`config.mk`:
```
export PLATFORM = sky130hd
export DESIGN_NAME = w_byte_demux
export DESIGN_NICKNAME = d
export VERILOG_FILES = /design/src/rtl/w_demux_pkg.sv /design/src/rtl/w_lane_decoder.sv /design/src/rtl/w_byte_demux.sv
export SDC_FILE = /design/constraint.sdc
export NUM_CORES = 1
export LEC_CHECK = 0
export CAP_MARGIN = 20
export CORE_MARGIN = 4
export CORE_UTILIZATION = 45
export CTS_CLUSTER_DIAMETER = 200
export CTS_CLUSTER_SIZE = 8
export DETAILED_ROUTE_END_ITERATION = 8
export PLACE_DENSITY_LB_ADDON = 0.05
export SLEW_MARGIN = 10
export SYNTH_ARGS = -nofsm -noshare
export SYNTH_HDL_FRONTEND = slang
export SYNTH_SLANG_ARGS = --single-unit
```
`constraint.sdc`:
```
create_clock -name clk -period 1.55 [get_ports clk]
set_clock_uncertainty 0.2 [all_clocks]
set_input_delay 0.31 -clock clk [delete_from_list [all_inputs] [get_ports clk]]
set_output_delay 0.31 -clock clk [all_outputs]
set_load 0.02 [all_outputs]
```
`src/rtl/w_demux_pkg.sv`:
```
// Shared constants, FSM encoding and lane helpers for the byte-to-word demux.
package w_demux_pkg;

    localparam int DATA_W = 8;
    localparam int LANES  = 4;
    localparam int SEL_W  = $clog2(LANES);
    localparam int WORD_W = DATA_W * LANES;

    localparam logic [0:0] ST_FILL = 1'b0;
    localparam logic [0:0] ST_HOLD = 1'b1;

    function automatic logic [LANES-1:0] lane_onehot(input logic [SEL_W-1:0] lane);
        return {{(LANES-1){1'b0}}, 1'b1} << lane;
    endfunction

    // Widen a per-lane enable into a per-bit mask over the word.
    function automatic logic [WORD_W-1:0] lane_mask(input logic [LANES-1:0] be);
        logic [WORD_W-1:0] mask;
        mask = {WORD_W{1'b0}};
        for (int l = 0; l < LANES; l++) begin
            mask[l*DATA_W +: DATA_W] = {DATA_W{be[l]}};
        end
        return mask;
    endfunction

endpackage

```
`src/rtl/w_lane_decoder.sv`:
```
// Lane index to one-hot write enable, active only on an accepted byte.
module w_lane_decoder
    import w_demux_pkg::*;
(
    input  logic             i_accept,
    input  logic [SEL_W-1:0] i_lane,
    output logic [LANES-1:0] o_we
);

    // One-hot enable for the addressed lane, all-zero when nothing is accepted.
    always_comb begin
        if (i_accept) begin
            o_we = lane_onehot(i_lane);
        end else begin
            o_we = {LANES{1'b0}};
        end
    end

endmodule

```
`src/rtl/w_byte_demux.sv`:
```
// Steers lane-tagged bytes into a 32-bit word and presents it with byte enables.
// Optional W_DEMUX_AUTOLANE_EN: lane comes from an internal counter instead of in_lane.
module w_byte_demux
    import w_demux_pkg::*;
(
    input  logic              clk,
    input  logic              reset,
    input  logic              in_valid,
    output logic              in_ready,
    input  logic [DATA_W-1:0] in_data,
    input  logic [SEL_W-1:0]  in_lane,
    input  logic              in_last,
    output logic              out_valid,
    input  logic              out_ready,
    output logic [WORD_W-1:0] out_word,
    output logic [LANES-1:0]  out_be
);

    logic [0:0]        r_state;
    logic [WORD_W-1:0] r_word;
    logic [LANES-1:0]  r_be;

    logic              w_accept;
    logic              w_emit;
    logic [SEL_W-1:0]  w_lane;
    logic [LANES-1:0]  w_we;
    logic [WORD_W-1:0] w_mask;
    logic [WORD_W-1:0] w_word_base;
    logic [LANES-1:0]  w_be_base;
    logic [WORD_W-1:0] w_word_nxt;
    logic [LANES-1:0]  w_be_nxt;
    logic [0:0]        w_state_nxt;

    // In HOLD a new byte may only enter in the cycle the held word leaves.
    always_comb begin
        if (r_state == ST_HOLD) begin
            in_ready = out_ready;
        end else begin
            in_ready = 1'b1;
        end
    end

    assign w_accept = in_valid & in_ready;
    assign w_emit   = r_state[0] & out_ready;

`ifdef W_DEMUX_AUTOLANE_EN
    logic [SEL_W-1:0] r_lane_cnt;
    logic             w_unused_lane;

    assign w_unused_lane = ^in_lane;
    assign w_lane        = r_lane_cnt;

    // Auto lane pointer; an accepted byte takes priority so it can open the next word.
    always_ff @(posedge clk) begin
        if (!reset) begin
            r_lane_cnt <= {SEL_W{1'b0}};
        end else if (w_accept) begin
            r_lane_cnt <= in_last ? {SEL_W{1'b0}} : r_lane_cnt + {{(SEL_W-1){1'b0}}, 1'b1};
        end else if (w_emit) begin
            r_lane_cnt <= {SEL_W{1'b0}};
        end else begin
            r_lane_cnt <= r_lane_cnt;
        end
    end
`else
    assign w_lane = in_lane;
`endif

    w_lane_decoder u_lane_decoder (
        .i_accept (w_accept),
        .i_lane   (w_lane),
        .o_we     (w_we)
    );

    assign w_mask = lane_mask(w_we);

    // An emit clears the word first so a same-cycle byte starts the next word cleanly.
    always_comb begin
        if (w_emit) begin
            w_word_base = {WORD_W{1'b0}};
            w_be_base   = {LANES{1'b0}};
        end else begin
            w_word_base = r_word;
            w_be_base   = r_be;
        end
        w_word_nxt = (w_word_base & ~w_mask) | ({LANES{in_data}} & w_mask);
        w_be_nxt   = w_be_base | w_we;
    end

    // Word completes on in_last or once every lane has been written.
    always_comb begin
        if (w_accept) begin
            w_state_nxt = (in_last || (&w_be_nxt)) ? ST_HOLD : ST_FILL;
        end else if (w_emit) begin
            w_state_nxt = ST_FILL;
        end else begin
            w_state_nxt = r_state;
        end
    end

    // State, word and enable registers.
    always_ff @(posedge clk) begin
        if (!reset) begin
            r_state <= ST_FILL;
            r_word  <= {WORD_W{1'b0}};
            r_be    <= {LANES{1'b0}};
        end else begin
            r_state <= w_state_nxt;
            r_word  <= w_word_nxt;
            r_be    <= w_be_nxt;
        end
    end

    assign out_valid = r_state[0];
    assign out_word  = r_word;
    assign out_be    = r_be;

endmodule
```
# Yosys cells after proc, flatten, opt, wreduce, memory -nomap -nowiden
# Cells that the tools add are included.
[classes]
muxes = 7
n_bitwise = 7
reduce_logical = 3
n_shift = 1
[op_table]
columns = ["cell", "n"]
rows = [
  ["bitwise AND 32 bit", 2],
  ["two-way mux 32 bit", 1],
  ["NOT 32 bit", 1],
  ["OR 32 bit", 1],
  ["two-way mux 4 bit", 2],
  ["two-way mux 1 bit", 4],
  ["OR 4 bit", 1],
  ["AND reduction 4 bit", 1],
  ["<< shifter 1 x 2 -> 4 bit, first input constant", 1],
  ["bitwise AND 1 bit", 2],
  ["nonzero test 2 bit", 1],
  ["logical OR 1 bit", 1],
]
[word_totals]
input_bits = 15
reg_bits = 37
elab_cells = 21

# Depth between registers and ports, before layout
# Gate-level depths: netlist of run 1.
[depth]
word_depth = 8
depth_mapped = 7
mapped_depth_nobuf = 5

# Hierarchy
# From an unflattened synthesis of run 1, not the netlist that was laid out.
[unflattened]
hier_cells = 203
area_unflattened_um2 = 1572.8
[by_module_without_submodules]
columns = ["mod", "cells_each", "area_each_um2", "instances", "seq_area_each_um2"]
rows = [
  ["w_byte_demux", 199, 1535.2, 1, 740.7],
  ["w_lane_decoder", 4, 37.5, 1, 0.0],
]

# Least setup slack after synthesis of run 1
# Ideal clock, no wire load.
[synth_path]
path_kind = "register -> register"
start = "reg r_state (netlist: out_valid)"
end = "reg r_word[0] (netlist: out_word[0])"
setup_time_ns = 0.116
n_path_buf = 1
path_slack_ns = -0.008
t_arrival_ns = 1.242
required_time_ns = 1.234
stages_incl_launch_ff = 7
cell_sequence = "dfxtp_1 nor2b_4 inv_2 and2_1 buf_2 nand2_1 a21boi_1"
[synth_via]
elab_chain_len = 6
[synth_rtl]
columns = ["element", "line_no", "source"]
rows = [
  ["start, declared", "w_byte_demux.sv:19", "logic [0:0] r_state;"],
  ["start signal, assigned", "w_byte_demux.sv:108", "r_state <= w_state_nxt;"],
  ["two-way mux 1 bit *", "w_byte_demux.sv:36", "if (r_state == ST_HOLD) begin"],
  ["named net in_ready", "w_byte_demux.sv:9", "output logic in_ready,"],
  ["bitwise AND 1 bit *", "w_byte_demux.sv:43", "assign w_accept = in_valid & in_ready;"],
  ["two-way mux 4 bit *", "w_lane_decoder.sv:12", "if (i_accept) begin"],
  ["NOT 32 bit", "w_byte_demux.sv:86", "w_word_nxt = (w_word_base & ~w_mask) | ({LANES{in_data}} & w_mask);"],
  ["bitwise AND 32 bit", "w_byte_demux.sv:86", ""],
  ["OR 32 bit *", "w_byte_demux.sv:86", ""],
  ["end signal, assigned", "w_byte_demux.sv:105", "r_word <= {WORD_W{1'b0}};"],
  ["end signal, assigned", "w_byte_demux.sv:109", "r_word <= w_word_nxt;"],
  ["end, declared", "w_byte_demux.sv:20", "logic [WORD_W-1:0] r_word;"],
]
# Mark *: on every way through the listed nets, which the timed path passes. The rest lies on a longest branch.
# A chain may end at the register's enable or synchronous reset.

# Final worst setup path of run 1
[layout_path]
start = "reg r_state (netlist: out_valid)"
end = "out in_ready"
[layout_via]
elab_chain_len = 1
[layout_rtl]
columns = ["element", "line_no"]
rows = [
  ["two-way mux 1 bit", "w_byte_demux.sv:36"],
  ["end, declared", "w_byte_demux.sv:9"],
]
# No other way between the ends.

==> flow_metrics.env, run 1 <==
export IMPL_status="completed"
export IMPL_worstSetupPathType="reg -> out"
export IMPL_synth_nets=200
export IMPL_antenna_left=0
export IMPL_row_count=21
export IMPL_clkSinkCount=37
export IMPL_final_cell_mix="dfxtp_1, nand2_1, nand3_1"
export IMPL_fin_util_pct=65.40
export IMPL_die_x_um=67.19
export IMPL_gp_congestion=0.9040
export IMPL_setup_ws_ns=0.01674
export IMPL_synth_area_mm2=0.001577
export IMPL_yosysTopAreaCellShare_pct=46.98
export IMPL_antenna_found_initial=0
export IMPL_die_h_um=67.19
export IMPL_min_period_ns=1.533
export IMPL_path_delay_family="flip-flops"
export IMPL_vias=1535
export IMPL_grt_total_usage_pct=20.38
export IMPL_max_stage_delay_ns=0.36
export IMPL_layout_drive_gt1_share_pct=25.31
export IMPL_synth_top_area_cell="dfxtp_1"
export IMPL_finalWirelength_um=4264
export IMPL_fmax_mhz=652.2
export IMPL_cts_buffers=5
export IMPL_drc=0
export IMPL_dr_pass1_iters=4
export IMPL_layout_commonest_cell="dfxtp_1"
export IMPL_nNetsFinal=259
export IMPL_rsz0062_at_grt="yes"
export IMPL_clock_latency_ns=0.34
export IMPL_vdd_drop_max_mv=0.4646
export IMPL_cts_tree="yes"
export IMPL_grt_pass1_vias=1524
export IMPL_grt_pass1_wl_um=6934
export IMPL_synthToLayoutAreaGrowth_pct=39.52
export IMPL_startpoint_type="flip-flop"
export IMPL_die_area_mm2=0.004515
export IMPL_htree_levels=2
export IMPL_critPathMaxFanout=3
export IMPL_path_buf_inv=2
export IMPL_cts_root_buffer="clkbuf_4"
export IMPL_hold_viol_final=0
export IMPL_drv_cap=0
export IMPL_clk_pin_slew_ns=0.11
export IMPL_synthTopCellsByArea="dfxtp_1, a21boi_1, nand3_1, nand2_1, nand2b_1"
export IMPL_vias_per_cell=5.275
export IMPL_clk_path_buf_depth=2
export IMPL_cp_slowest_cell="dfxtp_2"
export IMPL_fin_crit_sh_pct=98.92
export IMPL_ys_warn_count=0
export IMPL_grt_overflow_total=0
export IMPL_initialDrtViolationCount=113
export IMPL_ys_types=24
export IMPL_core_area_mm2=0.003363
export IMPL_dp_hpwl_um=3104
export IMPL_setup_viol=0
export IMPL_p_leak_uw=0.0008711
export IMPL_diodes=0
export IMPL_worst_slew_pin_slew_ns=0.2759
export IMPL_synth_cells=185
export IMPL_endpoint_kind="output pin"
export IMPL_start_util_pct=46.87
export IMPL_synth_avg_cell_area_um2=8.522
export IMPL_pin_count=53
export IMPL_grt_max_degree=38
export IMPL_io_buffers=52
export IMPL_critical_path_cell_chain="nor2b_4 > inv_2 > buf_6"
export IMPL_relSlewSlack_pct=81.58
export IMPL_required_ns=1.04
export IMPL_crit_arrival_ns=1.02
export IMPL_pre_cts_ws_ns=-0.5223
export IMPL_ys_seq_area_share_pct=46.98
export IMPL_hp_class="reg -> reg"
export IMPL_powerDensity_mw_per_mm2=911.0
export IMPL_post_drt_wl_per_cell_um=14.65
export IMPL_post_cts_buffers=0
export IMPL_synth_seq_cells=37
export IMPL_drv_slew=0
## stage by stage
| stage | instances | total power [µW] | hold WS [ns] | area (µm²) | setup TNS [ns] |
|---|---|---|---|---|---|
| 3_3_place_gp | 283 | 1334 | 0.2521 | 2212 | -12.89 |
| 4_1_cts | 291 | 2029 | 0.2726 | 2300 | -0.006335 |
| 6_report | 291 | 2004 | 0.2739 | 2200 | 0 |
| 5_1_grt | 291 | 2087 | 0.3054 | 2200 | -0.09890 |
| 3_5_place_dp | 283 | 1342 | 0.2596 | 2212 | -14.01 |
| 2_1_floorplan | 185 | 1178 | 0.2449 | 1578 | 0 |
## sequential cells by signal (all words and copies together), names as in the netlist
register / flops
out_be: 4
out_valid: 1
out_word: 32
## cell families (layout without fill, tap and decap cells)
group / after synthesis / count (layout) / synth area share (%)
AO/OA/AOI/OAI: 38 / 38 / 18.17
buffers and inverters: 18 / 78 / 5.397
AND/OR/NAND/NOR: 92 / 92 / 29.44
flip-flops: 37 / 37 / 46.98
## worst register-to-register path, cell delays in order, from the launching register on
cell      delay (ns)
dfxtp_2         0.36
nor2b_4         0.15
inv_2           0.05
buf_4           0.15
nand2b_1        0.09
buf_6           0.13
nand3_1         0.08
a21boi_1        0.16
## report_power, final
| part | switching (µW) | total, µW | internal [µW] |
|---|---|---|---|
| clock | 321 | 706 | 385 |
| sequential | 19.5 | 1000 | 985 |
| combinational | 162 | 294 | 132 |
| total | 502 | 2000 | 1500 |
## routing by layer
metal / global-route usage, % / wire length (µm)
met2: 30.92 / 2096
met4: 11.65 / 42
met3: 4.659 / 250
met1: 26.52 / 1874
met5: 0 / 0
## timing repair
item,4_1_cts,5_1_grt
endpoints found under the setup margin,57,65
hold buffers,0,0
endpoints found under the hold margin,0,0
resized for setup,87,38
pin swaps,2,1
## synthesized netlist by cell type
| library cell | instances |
|---|---|
| dfxtp_1 | 37 |
| nand2_1 | 34 |
| nand3_1 | 33 |
| a21boi_1 | 32 |
| nand2b_1 | 6 |
| and2_1 | 5 |
| clkbuf_1 | 5 |
| buf_4 | 4 |
| inv_1 | 4 |
| nor2_1 | 4 |
| a32oi_1 | 3 |
| buf_1 | 2 |
| buf_2 | 2 |
| nand3b_1 | 2 |
| nand4_1 | 2 |
| nand4b_1 | 2 |
| a21oi_1 | 1 |
| inv_2 | 1 |
| nor2b_1 | 1 |
| nor2b_4 | 1 |
| nor3b_2 | 1 |
| nor4bb_1 | 1 |
| o21ai_0 | 1 |
| o32a_1 | 1 |
## final timing paths
path	from	end	slack, ns	cells past startpoint
min reg2reg	out_word[0]	out_word[0]	0.27	2
min	out_word[0]	out_word[0]	0.27	2
max	out_valid	in_ready	0.02	3
max reg2reg	out_valid	out_word[18]	0.11	7
## layout make-up
cell class              instances  area (µm²)
repair buffers                 65       528.0
flip-flops and latches         37       744.5
clock inverters                 1       30.03
inverters                       5       18.77
fillers                       323        1164
well taps                      46       57.56
clock buffers                   7       55.05
multi-input cells             130       765.7
(Power assumes the default switching activity.)
==> inputs of run 2 (changes only) <==
--- a/config.mk
+++ b/config.mk
@@ -12,7 +12,8 @@
 export CTS_CLUSTER_SIZE = 8
 export DETAILED_ROUTE_END_ITERATION = 8
 export PLACE_DENSITY_LB_ADDON = 0.05
-export SLEW_MARGIN = 10
+export RECOVER_POWER = 50
+export SLEW_MARGIN = 20
 export SYNTH_ARGS = -nofsm -noshare
 export SYNTH_HDL_FRONTEND = slang
 export SYNTH_SLANG_ARGS = --single-unit
==> flow_metrics.env, run 2 (synthesized netlist as in run 1, its figures left out) <==
export IMPL_drc=0
export IMPL_clk_pin_slew_ns=0.11
export IMPL_powerDensity_mw_per_mm2=919.9
export IMPL_relSlewSlack_pct=81.55
export IMPL_start_util_pct=46.87
export IMPL_pin_count=53
export IMPL_drv_slew=0
export IMPL_vdd_drop_max_mv=0.4652
export IMPL_power_uw=1999
export IMPL_antenna_found_initial=0
export IMPL_switchingPower_uw=502.2
export IMPL_dr_pass1_iters=4
export IMPL_clkSinkCount=37
export IMPL_clockPowerShare_pct=35.4
export IMPL_vias=1520
export IMPL_grt_max_degree=38
export IMPL_startpoint_type="flip-flop"
export IMPL_antenna_left=0
export IMPL_status="completed"
export IMPL_hp_class="reg -> reg"
export IMPL_cts_root_buffer="clkbuf_4"
export IMPL_rsz0062_at_grt="yes"
export IMPL_htree_levels=2
export IMPL_required_ns=1.04
export IMPL_fin_util_pct=64.62
export IMPL_gp_congestion=0.9040
export IMPL_grt_overflow_total=0
export IMPL_largest_register_ffs=32
export IMPL_initialDrtViolationCount=133
export IMPL_hold_viol_final=0
export IMPL_critPathMaxFanout=3
export IMPL_nNetsFinal=259
export IMPL_post_drt_wl_per_cell_um=14.69
export IMPL_drv_cap=0
export IMPL_stdcell_area_mm2=0.002173
export IMPL_die_x_um=67.19
export IMPL_min_period_ns=1.533
export IMPL_synthToLayoutAreaGrowth_pct=37.86
export IMPL_p_leak_uw=0.0007975
export IMPL_swShare_pct=25.12
export IMPL_place_area_mm2=0.002212
export IMPL_hold_ws_ns=0.2750
export IMPL_grt_total_usage_pct=20.38
export IMPL_cts_buffers=5
export IMPL_setup_viol=0
export IMPL_fin_setup_tns_ns=0
export IMPL_grt_pass1_vias=1524
export IMPL_final_cell_mix="dfxtp_1, nand2_1, nand3_1"
export IMPL_clock_latency_ns=0.34
export IMPL_fin_crit_sh_pct=98.90
export IMPL_crit_arrival_ns=1.02
export IMPL_p_comb_share_pct=14.4
export IMPL_worstSetupPathType="reg -> out"
export IMPL_grt_pass1_wl_um=6934
export IMPL_nFillCells=335
export IMPL_p_int_uw=1497
export IMPL_row_count=21
export IMPL_seq_power_share_pct=50.2
export IMPL_cts_tree="yes"
export IMPL_dp_hpwl_um=3104
export IMPL_diodes=0
export IMPL_die_h_um=67.19
export IMPL_io_buffers=52
export IMPL_layout_drive_gt1_share_pct=16.73
export IMPL_finalWirelength_um=4274
export IMPL_clk_path_buf_depth=2
export IMPL_vias_per_cell=5.223
export IMPL_fmax_mhz=652.3
export IMPL_layout_commonest_cell="dfxtp_1"
export IMPL_endpoint_kind="output pin"
export IMPL_die_area_mm2=0.004515
export IMPL_worst_slew_pin_slew_ns=0.2763
export IMPL_core_area_mm2=0.003363
run 2: changes by cell type in the layout (fill, tap and decap cells not counted):
cell and change:
clkbuf_1 +20, clkbuf_2 -20, a21boi_0 +3, a21boi_1 -3, and2_0 +3, and2_1 -2, and2_2 -1
run 2: worst paths after layout:
check	to	slack (ns)	cells past startpoint	start
hold / removal	out_word[31]	0.28	2	out_word[31]
hold reg to reg	out_word[31]	0.28	2	out_word[31]
setup / recovery	in_ready	0.02	3	out_valid
setup reg to reg	out_word[6]	0.10	6	out_valid
run 2: layer usage:
metal,vias to the layer above,share of wire (%),GRT usage (%)
met2,40,49,30.92
met4,0,0.98,11.65
li1,754,-,-
met3,6,4.6,4.659
met5,-,0,0
met1,720,45,26.52
run 2: cell type report:
type | instances | area, µm² | area share, %
multi-input combinational | 130 | 764.5 | 35.18
sequential | 37 | 744.5 | 34.25
timing repair buffer | 65 | 503.0 | 23.14
tap | 46 | 57.56 | 2.648
clock buffer | 7 | 55.05 | 2.533
clock inverter | 1 | 30.03 | 1.382
inverter | 5 | 18.77 | 0.8636
run 2: power groups by stage:
stage	combinational [µW]	sequential (µW)	clock, µW
floorplan	114	1060	0
global placement	311	1020	0
detailed placement	317	1030	0
CTS	301	1000	724
global route	312	1010	762
finish	288	1000	707
run 2: through the flow:
step	instances	setup slack, ns
5_1_grt	291	-0.05716
2_1_floorplan	185	0.1150
4_1_cts	291	-0.006335
3_3_place_gp	283	-0.4810
3_5_place_dp	283	-0.5223
6_report	291	0.01708
run 2: timing repair:
action	4_1_cts	5_1_grt
hold buffers	0	0
setup endpoints to repair	57	65
pin swaps	2	1
buffers inserted	0	0
resized for setup	87	38
run 2: worst max-delay path, cell delays in order (launching register included):
cell and delay [ns]:
dfxtp_2 0.36, nor2b_4 0.15, inv_2 0.05, buf_6 0.12
